--- config.mk ---
export PLATFORM = sky130hd
export DESIGN_NAME = match_scoreboard
export DESIGN_NICKNAME = d
export VERILOG_FILES = /design/src/rtl/match_scoreboard.sv
export SDC_FILE = /design/constraint.sdc
export NUM_CORES = 1
export LEC_CHECK = 0
export ABC_CLOCK_PERIOD_IN_PS = 3100
export CAP_MARGIN = 30
export CORE_ASPECT_RATIO = 1.4
export CORE_MARGIN = 3
export CORE_UTILIZATION = 45
export DETAILED_ROUTE_END_ITERATION = 6
export PLACE_DENSITY = 0.8
export SLEW_MARGIN = 15
export SYNTH_ARGS = -nofsm -noshare
export SYNTH_HDL_FRONTEND = slang
export SYNTH_SLANG_ARGS = --single-unit
export TNS_END_PERCENT = 1
--- constraint.sdc ---
create_clock -name clk -period 3.1 [get_ports clk]
set_clock_uncertainty 0.2 [all_clocks]
set_input_delay 0.62 -clock clk [delete_from_list [all_inputs] [get_ports clk]]
set_output_delay 0.62 -clock clk [all_outputs]
set_load 0.05 [all_outputs]
--- src/rtl/match_scoreboard.sv ---
`default_nettype none
// ============================================================================
// Module   : match_scoreboard
// Brief    : Best-of-N round/win/lose/draw scorekeeper with final verdict.
//            Optional streak tracking is enabled by defining SCORE_STREAK_EN.
// Revision : 1.0 - initial release
// ============================================================================
module match_scoreboard #(
    parameter int CNT_W      = 4,
    parameter int WIN_TARGET = 3,
    parameter int MAX_ROUNDS = 5
) (
    input  logic             clk,
    input  logic             resetn,
    input  logic             result_valid,
    input  logic [1:0]       matchresult,
    input  logic             new_game,
    output logic [CNT_W-1:0] round,
    output logic [CNT_W-1:0] win,
    output logic [CNT_W-1:0] lose,
    output logic [CNT_W-1:0] draw,
    output logic             game_over,
    output logic             over_pulse,
`ifdef SCORE_STREAK_EN
    output logic [CNT_W-1:0] cur_streak,
    output logic [CNT_W-1:0] best_streak,
`endif
    output logic [1:0]       final_result
);

    localparam logic [0:0]       S_PLAY         = 1'b0;
    localparam logic [0:0]       S_OVER         = 1'b1;
    localparam logic [1:0]       c_RES_NONE     = 2'b00;
    localparam logic [1:0]       c_RES_WIN      = 2'b01;
    localparam logic [1:0]       c_RES_DRAW     = 2'b10;
    localparam logic [1:0]       c_RES_LOSE     = 2'b11;
    localparam logic [CNT_W-1:0] c_CNT_MAX      = {CNT_W{1'b1}};
    localparam logic [CNT_W-1:0] c_WIN_TARGET   = CNT_W'(WIN_TARGET);
    localparam logic [CNT_W-1:0] c_MAX_ROUNDS   = CNT_W'(MAX_ROUNDS);

    generate
        if (!((WIN_TARGET >= 1) && (WIN_TARGET <= MAX_ROUNDS) &&
              (MAX_ROUNDS <= (2**CNT_W) - 1))) begin : g_bad_params
            $error("match_scoreboard: need 1 <= WIN_TARGET <= MAX_ROUNDS <= 2**CNT_W-1");
        end
    endgenerate

    function automatic logic [CNT_W-1:0] sat_inc(input logic [CNT_W-1:0] v);
        return (v == c_CNT_MAX) ? v : v + CNT_W'(1);
    endfunction

    logic [0:0]       r_state;
    logic [0:0]       w_state_nx;
    logic [CNT_W-1:0] r_round, r_win, r_lose, r_draw;
    logic [CNT_W-1:0] w_round_nx, w_win_nx, w_lose_nx, w_draw_nx;
    logic [1:0]       r_final, w_final_nx;
    logic             r_over_pulse;
    logic             w_accept;
    logic             w_end;

    // new_game has priority: a result arriving with it is discarded.
    assign w_accept = (r_state == S_PLAY) && result_valid &&
                      (matchresult != c_RES_NONE) && !new_game;

    always_comb begin
        w_round_nx = r_round;
        w_win_nx   = r_win;
        w_lose_nx  = r_lose;
        w_draw_nx  = r_draw;
        if (w_accept) begin
            w_round_nx = sat_inc(r_round);
            case (matchresult)
                c_RES_WIN:  w_win_nx  = sat_inc(r_win);
                c_RES_LOSE: w_lose_nx = sat_inc(r_lose);
                c_RES_DRAW: w_draw_nx = sat_inc(r_draw);
                default:    ;
            endcase
        end
    end

    // Termination is judged on the post-update counts of this same edge.
    always_comb begin
        w_end      = 1'b0;
        w_final_nx = c_RES_NONE;
        if (w_accept) begin
            if (w_win_nx == c_WIN_TARGET) begin
                w_end      = 1'b1;
                w_final_nx = c_RES_WIN;
            end else if (w_lose_nx == c_WIN_TARGET) begin
                w_end      = 1'b1;
                w_final_nx = c_RES_LOSE;
            end else if (w_round_nx == c_MAX_ROUNDS) begin
                w_end = 1'b1;
                if (w_win_nx > w_lose_nx)      w_final_nx = c_RES_WIN;
                else if (w_lose_nx > w_win_nx) w_final_nx = c_RES_LOSE;
                else                           w_final_nx = c_RES_DRAW;
            end
        end
    end

    // FSM: state register
    always_ff @(posedge clk or negedge resetn) begin
        if (!resetn) r_state <= S_PLAY;
        else         r_state <= w_state_nx;
    end

    // FSM: next-state logic
    always_comb begin
        w_state_nx = r_state;
        if (new_game)   w_state_nx = S_PLAY;
        else if (w_end) w_state_nx = S_OVER;
    end

    // FSM: outputs
    always_comb begin
        game_over    = (r_state == S_OVER);
        over_pulse   = r_over_pulse;
        final_result = r_final;
        round        = r_round;
        win          = r_win;
        lose         = r_lose;
        draw         = r_draw;
    end

    always_ff @(posedge clk or negedge resetn) begin
        if (!resetn) begin
            r_round      <= '0;
            r_win        <= '0;
            r_lose       <= '0;
            r_draw       <= '0;
            r_final      <= c_RES_NONE;
            r_over_pulse <= 1'b0;
        end else if (new_game) begin
            r_round      <= '0;
            r_win        <= '0;
            r_lose       <= '0;
            r_draw       <= '0;
            r_final      <= c_RES_NONE;
            r_over_pulse <= 1'b0;
        end else begin
            r_round      <= w_round_nx;
            r_win        <= w_win_nx;
            r_lose       <= w_lose_nx;
            r_draw       <= w_draw_nx;
            r_over_pulse <= w_end;
            if (w_end) r_final <= w_final_nx;
        end
    end

`ifdef SCORE_STREAK_EN
    logic [CNT_W-1:0] r_cur_streak, r_best_streak;
    logic [CNT_W-1:0] w_cur_nx, w_best_nx;

    always_comb begin
        w_cur_nx  = r_cur_streak;
        w_best_nx = r_best_streak;
        if (w_accept) begin
            if (matchresult == c_RES_WIN) w_cur_nx = sat_inc(r_cur_streak);
            else                          w_cur_nx = '0;
            if (w_cur_nx > r_best_streak) w_best_nx = w_cur_nx;
        end
    end

    always_ff @(posedge clk or negedge resetn) begin
        if (!resetn) begin
            r_cur_streak  <= '0;
            r_best_streak <= '0;
        end else if (new_game) begin
            r_cur_streak  <= '0;
            r_best_streak <= '0;
        end else begin
            r_cur_streak  <= w_cur_nx;
            r_best_streak <= w_best_nx;
        end
    end

    assign cur_streak  = r_cur_streak;
    assign best_streak = r_best_streak;
`endif

endmodule
`default_nettype wire

==> results.md, run 1 <==
* Main synth FF type: sky130_fd_sc_hd__dfrtp_1
* R2R cell count at 11
* Area overhead of the layout relative to synthesis at 45.1%
* RePlAce Congestion at 0.792
* Core box area at 2670 um2
* Seq/Total Area, Yosys at 0.390
* Flip-flop and latch count after synthesis at 20
* Top post-synthesis cells by count: sky130_fd_sc_hd__dfrtp_1, sky130_fd_sc_hd__nor2_1, sky130_fd_sc_hd__ha_1, sky130_fd_sc_hd__nor2b_1
* Mean number of vias per cell at 5.45
* Post-Synthesis Cell Area at 1280 um2
* CP Launch Type: input pin
* Library cell occupying the most area in the post-synthesis netlist: sky130_fd_sc_hd__dfrtp_1
* Final WL at 3180 um
* DP Cell Count at 208
* Clock input transition at the sequential cells of the worst setup and hold paths at 110 ps
* Largest net degree at the start of global routing at 21
* Total of fill cells in the finished design at 205
* Clock sink count at 20
* Worst hold stages at 2
* Port buffer count at 25
* Kind of capture point of the worst setup path: flop
* Critical path start-end classification: input pin to flop
* Hpwl dp at 2400 um
* Class of the worst hold path: flop to flop
* Final critical-path share of the clock period at 0.977
* Clock latency reported for the late side of the worst-skew pair at 300 ps
* Aggregate global-route resource usage at 0.192
* Largest driver fanout on the critical path at 3
* Portion of synthesized cell area occupied by the leading cell type at 0.390
* Net count reported at finish at 191
* Initial cell density of the core at 0.480
* DRC violation count after routing at 0
* Count of flip-flops with a built-in enable after synthesis at 0
* Count of synthesis-stage warnings from yosys at 0
* Min Tclk post-route at 3030 ps
* Total vias in the final route at ~1200
* Placement row count at 22
* Hold worst-path end: final_result[1]
* Largest cells by area after synthesis: sky130_fd_sc_hd__dfrtp_1, sky130_fd_sc_hd__ha_1, sky130_fd_sc_hd__nor2b_1
* Instance count of the mapped netlist at 127
* Hold violation count in the final report at 0
* DIE WIDTH at 51.1 um
* Post-CTS setup repair buffer count at 0
* Library cell used as clock root buffer: sky130_fd_sc_hd__clkbuf_4
* CTS H-tree depth at 1
* Pwr Density at 307 nW/um2
* Flop2flop setup slack at roughly 150 ps
* Worst ir drop on vdd at 0.212 mV
* Wire length of the first global-routing pass at about 5300 um
* Layout cells sized above 1 at 0.284
* Number of antenna violations at the first check in global routing at 0
* Vias in the first global route at between 1000 and 1500
* Max Cap Violations at 0
* Endpoint of the lowest-slack register-to-register path: final_result[0]
* Antenna diode instance count at 0
* Start point of the worst min-delay path: final_result[1]
* Post-route insts no fill at 212
* Status: finished, final reports clean
* Leakage Power at 0.838 nW
* Cts-stage hold buffer count at 0
* Transition time at the pin with the least slew margin at 508 ps
* Signal arrival time at the worst endpoint at 3020 ps
* Die boundary height at 69.2 um
* Final number of max-transition violations at 0
* Average cell area after synthesis at 10.1 um2
* Violation count after the first detailed-route iteration at between 40 and 50
* Length of the first detailed-routing pass in iterations at 4
* Total congestion overflow after global routing at 0
* Post-synth net total at 141
* Wire per inst at 15.0 um
* Number of buffers created by CTS at 3
* Peak clock frequency supported by timing at 330 MHz
* Total Die Area at 3540 um2
* Longest Clk Path Bufs at 2
* Setup violations, final at 0
* Worst slew slack as a fraction of its limit at 0.660
* Number of top-level pins at 26
* Unique cell type count in the Yosys netlist at 45
* Required time worst endpoint at approximately 3100 ps
* Residual antenna-violating net count after detailed routing at 0
* PnR Total Power at 0.572 mW
* Source of the worst register-to-register timing path: win[0]
* TritonCTS clock tree: built
* Async S/R FF share, synth at 1.00
* Cell with the most instances after synthesis: sky130_fd_sc_hd__dfrtp_1
-- stage by stage --
stage | setup TNS [ps] | hold slack, ps | setup slack (ps) | cell area, um2 | utilization
floorplan | 0 | 124 | 15.9 | 1280 | -
global placement | -866 | 336 | -423 | 1740 | 0.651
detailed placement | -1270 | 346 | -551 | 1740 | 0.651
CTS | 0 | 363 | 0.770 | 1820 | 0.681
global route | -13.2 | 395 | -13.2 | 1860 | 0.697
finish | 0 | 357 | 72.3 | 1860 | 0.697
-- how the worst max path moves through the flow --
stage                               from         endpoint  cells after the start
after detailed placement        new_game  final_result[0]                     12
after global placement          new_game  final_result[0]                     12
final                       result_valid  final_result[0]                     12
after CTS                 matchresult[1]  final_result[0]                     11
after global routing            new_game  final_result[0]                     12
after floorplan                   win[0]  final_result[0]                     11
-- placed cells by master, fill, tap and decap left out, types with 2 or more instances in the layout --
| master | netlist | layout |
|---|---|---|
| sky130_fd_sc_hd__mux2_4 | 0 | 2 |
| sky130_fd_sc_hd__nor2b_1 | 8 | 7 |
| sky130_fd_sc_hd__a31o_2 | 2 | 2 |
| sky130_fd_sc_hd__clkdlybuf4s50_1 | 0 | 21 |
| sky130_fd_sc_hd__buf_4 | 0 | 23 |
| sky130_fd_sc_hd__xor2_1 | 5 | 5 |
| sky130_fd_sc_hd__a21oi_1 | 4 | 4 |
| sky130_fd_sc_hd__nor2_1 | 12 | 12 |
| sky130_fd_sc_hd__nand4_1 | 5 | 5 |
| sky130_fd_sc_hd__inv_1 | 4 | 3 |
| sky130_fd_sc_hd__dfrtp_2 | 0 | 2 |
| sky130_fd_sc_hd__o21ai_0 | 6 | 5 |
| sky130_fd_sc_hd__mux2i_1 | 3 | 3 |
| sky130_fd_sc_hd__ha_1 | 8 | 7 |
| sky130_fd_sc_hd__nand3b_1 | 2 | 2 |
| sky130_fd_sc_hd__xnor2_1 | 2 | 2 |
| sky130_fd_sc_hd__nand3_1 | 3 | 3 |
| sky130_fd_sc_hd__nand2_1 | 6 | 5 |
| sky130_fd_sc_hd__dfrtp_1 | 20 | 18 |
| sky130_fd_sc_hd__a31oi_1 | 2 | 2 |
| sky130_fd_sc_hd__clkdlybuf4s15_1 | 0 | 2 |
| sky130_fd_sc_hd__clkbuf_4 | 0 | 3 |
| sky130_fd_sc_hd__nand2b_1 | 4 | 4 |
-- kinds of logic after synthesis --
family                     count (synthesis)  synth area share
and+or+nand+nor                           55             0.270
AOI/OAI and AO/OA                         24             0.142
DFF                                       20             0.390
muxes                                      6            0.0498
xor gates and xnor gates                   7            0.0478
buffers and inverters                      7            0.0215
adders and majority gates                  8            0.0781
-- routing by layer --
| layer | global-route usage | routed length, um |
|---|---|---|
| met1 | 0.220 | 1240 |
| met2 | 0.347 | 1710 |
| met3 | 0.0281 | 155 |
| met4 | 0.0689 | 69 |
| met5 | 0 | 0 |
-- cell type report --
| class | instances | area (um2) | share of cell area |
|---|---|---|---|
| clock buffer | 3 | 22.5 | 0.0121 |
| sequential | 20 | 503 | 0.270 |
| multi-input combinational | 100 | 821 | 0.441 |
| tap | 36 | 45.0 | 0.0242 |
| timing repair buffer | 48 | 424 | 0.228 |
| clock inverter | 1 | 30.0 | 0.0161 |
| inverter | 4 | 15.0 | 0.00807 |
-- worst max-delay path: stages --
cell and delay, ps:
sky130_fd_sc_hd__dlygate4sd2_1 300, sky130_fd_sc_hd__and4bb_2 300, sky130_fd_sc_hd__and2_4 160, sky130_fd_sc_hd__nand2_2 60, sky130_fd_sc_hd__mux2_4 320, sky130_fd_sc_hd__ha_4 270
sky130_fd_sc_hd__nor2b_4 130, sky130_fd_sc_hd__o21ai_1 80, sky130_fd_sc_hd__nand2b_1 110, sky130_fd_sc_hd__a21oi_1 70, sky130_fd_sc_hd__or3b_1 370, sky130_fd_sc_hd__o31a_1 240
-- what timing repair did --
item	in CTS	in global routing
pin swaps	2	2
cloned	0	0
setup endpoints to repair	2	2
resized for setup	7	11
-- report_power, final --
group,internal (mW),total (mW),switching (mW)
Sequential,0.264,0.269,0.00524
Combinational,0.0413,0.0916,0.0503
Clock,0.131,0.211,0.0798
-- flip-flops by register name, indices dropped and copies added, names as in the netlist --
register,count
final_result,2
game_over,1
over_pulse,1
lose,4
win,4
round,4
draw,4
(Power assumes the default switching activity.)
==> run 2: changes to the inputs <==
--- a/config.mk
+++ b/config.mk
@@ -8,10 +8,11 @@
 export ABC_CLOCK_PERIOD_IN_PS = 3100
 export CAP_MARGIN = 30
 export CORE_ASPECT_RATIO = 1.4
-export CORE_MARGIN = 3
-export CORE_UTILIZATION = 45
+export CORE_MARGIN = 5
+export CORE_UTILIZATION = 46
 export DETAILED_ROUTE_END_ITERATION = 6
-export PLACE_DENSITY = 0.8
+export PLACE_DENSITY = 0.82
+export RECOVER_POWER = 25
 export SLEW_MARGIN = 15
 export SYNTH_ARGS = -nofsm -noshare
 export SYNTH_HDL_FRONTEND = slang
==> run 2 against run 1 <==
Combinational power shrank 6.2%. Sequential power is essentially flat. Sequential cell count is the same. Die area grew 12%. Core utilization shrank 1.3 points. Count of clock-buffer cells in the layout is the same. Maximum frequency is essentially flat. Largest cell class unchanged. Largest power group unchanged. Highest routed layer unchanged.
==> results.md, run 2 (same netlist as run 1, synthesis figures left out) <==
* Total Die Area at 3960 um2 (was 3540 um2)
* CTS H-tree depth at 1 (unchanged)
* Most common cell after layout, fill and taps aside: sky130_fd_sc_hd__clkdlybuf4s50_1 (was sky130_fd_sc_hd__buf_4)
* Kind of capture point of the worst setup path: flop (unchanged)
* Wire per inst at 14.8 um (was 15.0 um)
* Leakage Power at 0.808 nW (was 0.838 nW)
* Critical path start-end classification: input pin to flop (unchanged)
* Proportion of power drawn by combinational gates at 0.151 (was 0.160)
* Total of fill cells in the finished design at 219 (was 205)
* Clock sink count at 20 (unchanged)
* Clock input transition at the sequential cells of the worst setup and hold paths at 110 ps (about the same)
* Switching Share at 0.239 (was 0.237)
* Die boundary height at 72.5 um (was 69.2 um)
* Antenna diode instance count at 0 (unchanged)
* Setup Total Neg Slack at 0 ps (unchanged)
* Port buffer count at 25 (unchanged)
* Worst slew slack as a fraction of its limit at 0.260 (was 0.660)
* DIE WIDTH at 54.6 um (was 51.1 um)
* Min Tclk post-route at 3030 ps (about the same)
* PnR Total Power at 0.569 mW (was 0.572 mW)
* TritonCTS clock tree: built (unchanged)
* Hpwl dp at 2440 um (was 2400 um)
* Vias in the first global route at 1218 (was 1169)
* Mean number of vias per cell at 5.47 (was 5.45)
* Aggregate global-route resource usage at 0.176 (was 0.192)
* Final critical-path share of the clock period at 0.978 (was 0.977)
* RePlAce Congestion at 0.807 (was 0.792)
* Pwr Density at 314 nW/um2 (was 307 nW/um2)
* Status: finished, final reports clean (unchanged)
* Longest Clk Path Bufs at 2 (unchanged)
* Total vias in the final route at 1148 (was 1156)
* Setup violations, final at 0 (unchanged)
* Peak clock frequency supported by timing at 330 MHz (about the same)
* Seq pwr share at 0.474 (was 0.471)
* Core box area at 2640 um2 (was 2670 um2)
* Transition time at the pin with the least slew margin at 1110 ps (was 508 ps)
* Class of the worst hold path: flop to flop (unchanged)
* Initial cell density of the core at 0.485 (was 0.480)
* Required time worst endpoint at 3100 ps (about the same)
* CP Launch Type: input pin (unchanged)
* Max Cap Violations at 0 (unchanged)
* Number of buffers created by CTS at 3 (unchanged)
* Switch Pwr at 0.136 mW (was 0.135 mW)
* Clock latency reported for the late side of the worst-skew pair at 300 ps (about the same)
* DRC violation count after routing at 0 (unchanged)
* Largest driver fanout on the critical path at 3 (unchanged)
* Hold violation count in the final report at 0 (unchanged)
* Clock share of power at 0.375 (was 0.368)
* Final number of max-transition violations at 0 (unchanged)
* Worst ir drop on vdd at 0.373 mV (was 0.212 mV)
* Total congestion overflow after global routing at 0 (unchanged)
* Largest net degree at the start of global routing at 21 (unchanged)
* Net count reported at finish at 189 (was 191)
* Placement row count at 22 (unchanged)
* Commonest cells after routing, fill and taps aside: sky130_fd_sc_hd__clkdlybuf4s50_1, sky130_fd_sc_hd__buf_4, sky130_fd_sc_hd__dfrtp_1, sky130_fd_sc_hd__nor2_1 (was sky130_fd_sc_hd__buf_4, sky130_fd_sc_hd__clkdlybuf4s50_1, sky130_fd_sc_hd__dfrtp_1, sky130_fd_sc_hd__nor2_1)
* Flop2flop setup slack at 160 ps (was 150 ps)
* Number of antenna violations at the first check in global routing at 0 (unchanged)
* Layout cells sized above 1 at 0.264 (was 0.284)
* Area overhead of the layout relative to synthesis at 41.0% (was 45.1%)
* Length of the first detailed-routing pass in iterations at 4 (unchanged)
* Wire length of the first global-routing pass at 5200 um (was 5280 um)
* Library cell used as clock root buffer: sky130_fd_sc_hd__clkbuf_4 (unchanged)
* Signal arrival time at the worst endpoint at 3030 ps (was 3020 ps)
* Number of top-level pins at 26 (unchanged)
* Residual antenna-violating net count after detailed routing at 0 (unchanged)
* Final WL at 3110 um (was 3180 um)
* Internal Dissipation at 0.433 mW (was 0.436 mW)
* Violation count after the first detailed-route iteration at 25 (was 44)
-- run 2: changes by cell type in the layout (fill, tap and decap cells not counted), sizes merged --
cell and change:
dlymetal6s2s -1, clkbuf +1, clkdlybuf4s15 -2, dlygate4sd2 +2, buf -3, dlygate4sd3 +1
-- run 2: cell type report --
class / instances / area [um2] / share of cell area
multi-input combinational: 100 / 793 / 0.439
sequential: 20 / 502 / 0.278
timing repair buffer: 46 / 400 / 0.221
tap: 36 / 45.0 / 0.0249
clock inverter: 1 / 30.0 / 0.0166
clock buffer: 3 / 22.5 / 0.0125
inverter: 4 / 15.0 / 0.00830
-- run 2: what timing repair did --
| item | CTS | global route |
|---|---|---|
| endpoints found under the setup margin | 2 | 2 |
| pin swaps | 1 | 1 |
| gates resized for setup | 4 | 8 |
| cloned | 0 | 0 |
| hold buffers | 0 | 0 |
| buffers inserted | 0 | 0 |
-- run 2: path summary, 6_finish.rpt --
kind | startpoint | endpoint | cells past startpoint
hold / removal | final_result[1] | final_result[1] | 2
setup / recovery | new_game | final_result[0] | 12
max in group asynchronous | resetn | game_over | 2
setup reg to reg | game_over | final_result[0] | 11
min in group asynchronous | resetn | lose[3] | 2
hold reg to reg | final_result[1] | final_result[1] | 2
-- run 2: layer usage --
metal	track usage	wire length, um	vias up
met5	0	0	-
met4	0.0859	105	0
met3	0.0308	161	10
met2	0.304	1660	31
met1	0.200	1180	552
li1	-	-	555
-- run 2: power by group through the flow --
stage	clock network [mW]	registers (mW)	logic (mW)
finish	0.213	0.269	0.0859
global placement	0	0.274	0.0829
floorplan	0	0.286	0.0333
detailed placement	0	0.274	0.0862
CTS	0.219	0.269	0.0856
global route	0.229	0.270	0.0935
-- run 2: critical path: stages --
cell and delay [ps]:
sky130_fd_sc_hd__dlygate4sd2_1 260, sky130_fd_sc_hd__nand4bb_1 230, sky130_fd_sc_hd__a311oi_2 350, sky130_fd_sc_hd__mux2_4 350, sky130_fd_sc_hd__inv_2 90, sky130_fd_sc_hd__ha_4 140
sky130_fd_sc_hd__nor2b_2 120, sky130_fd_sc_hd__o21ai_0 80, sky130_fd_sc_hd__nand2b_1 120, sky130_fd_sc_hd__a21oi_1 70, sky130_fd_sc_hd__or3b_1 370, sky130_fd_sc_hd__o31a_1 240
-- run 2: metrics by stage --
stage               setup slack, ps  hold slack (ps)  area, um2  utilization  std cells
detailed placement             -469              349       1720        0.652        206
floorplan                      15.9              124       1280            -        127
global route                  -17.2              393       1810        0.684        210
finish                         69.4              358       1810        0.684        210
global placement               -403              339       1720        0.652        206
CTS                            82.2              366       1780        0.673        210
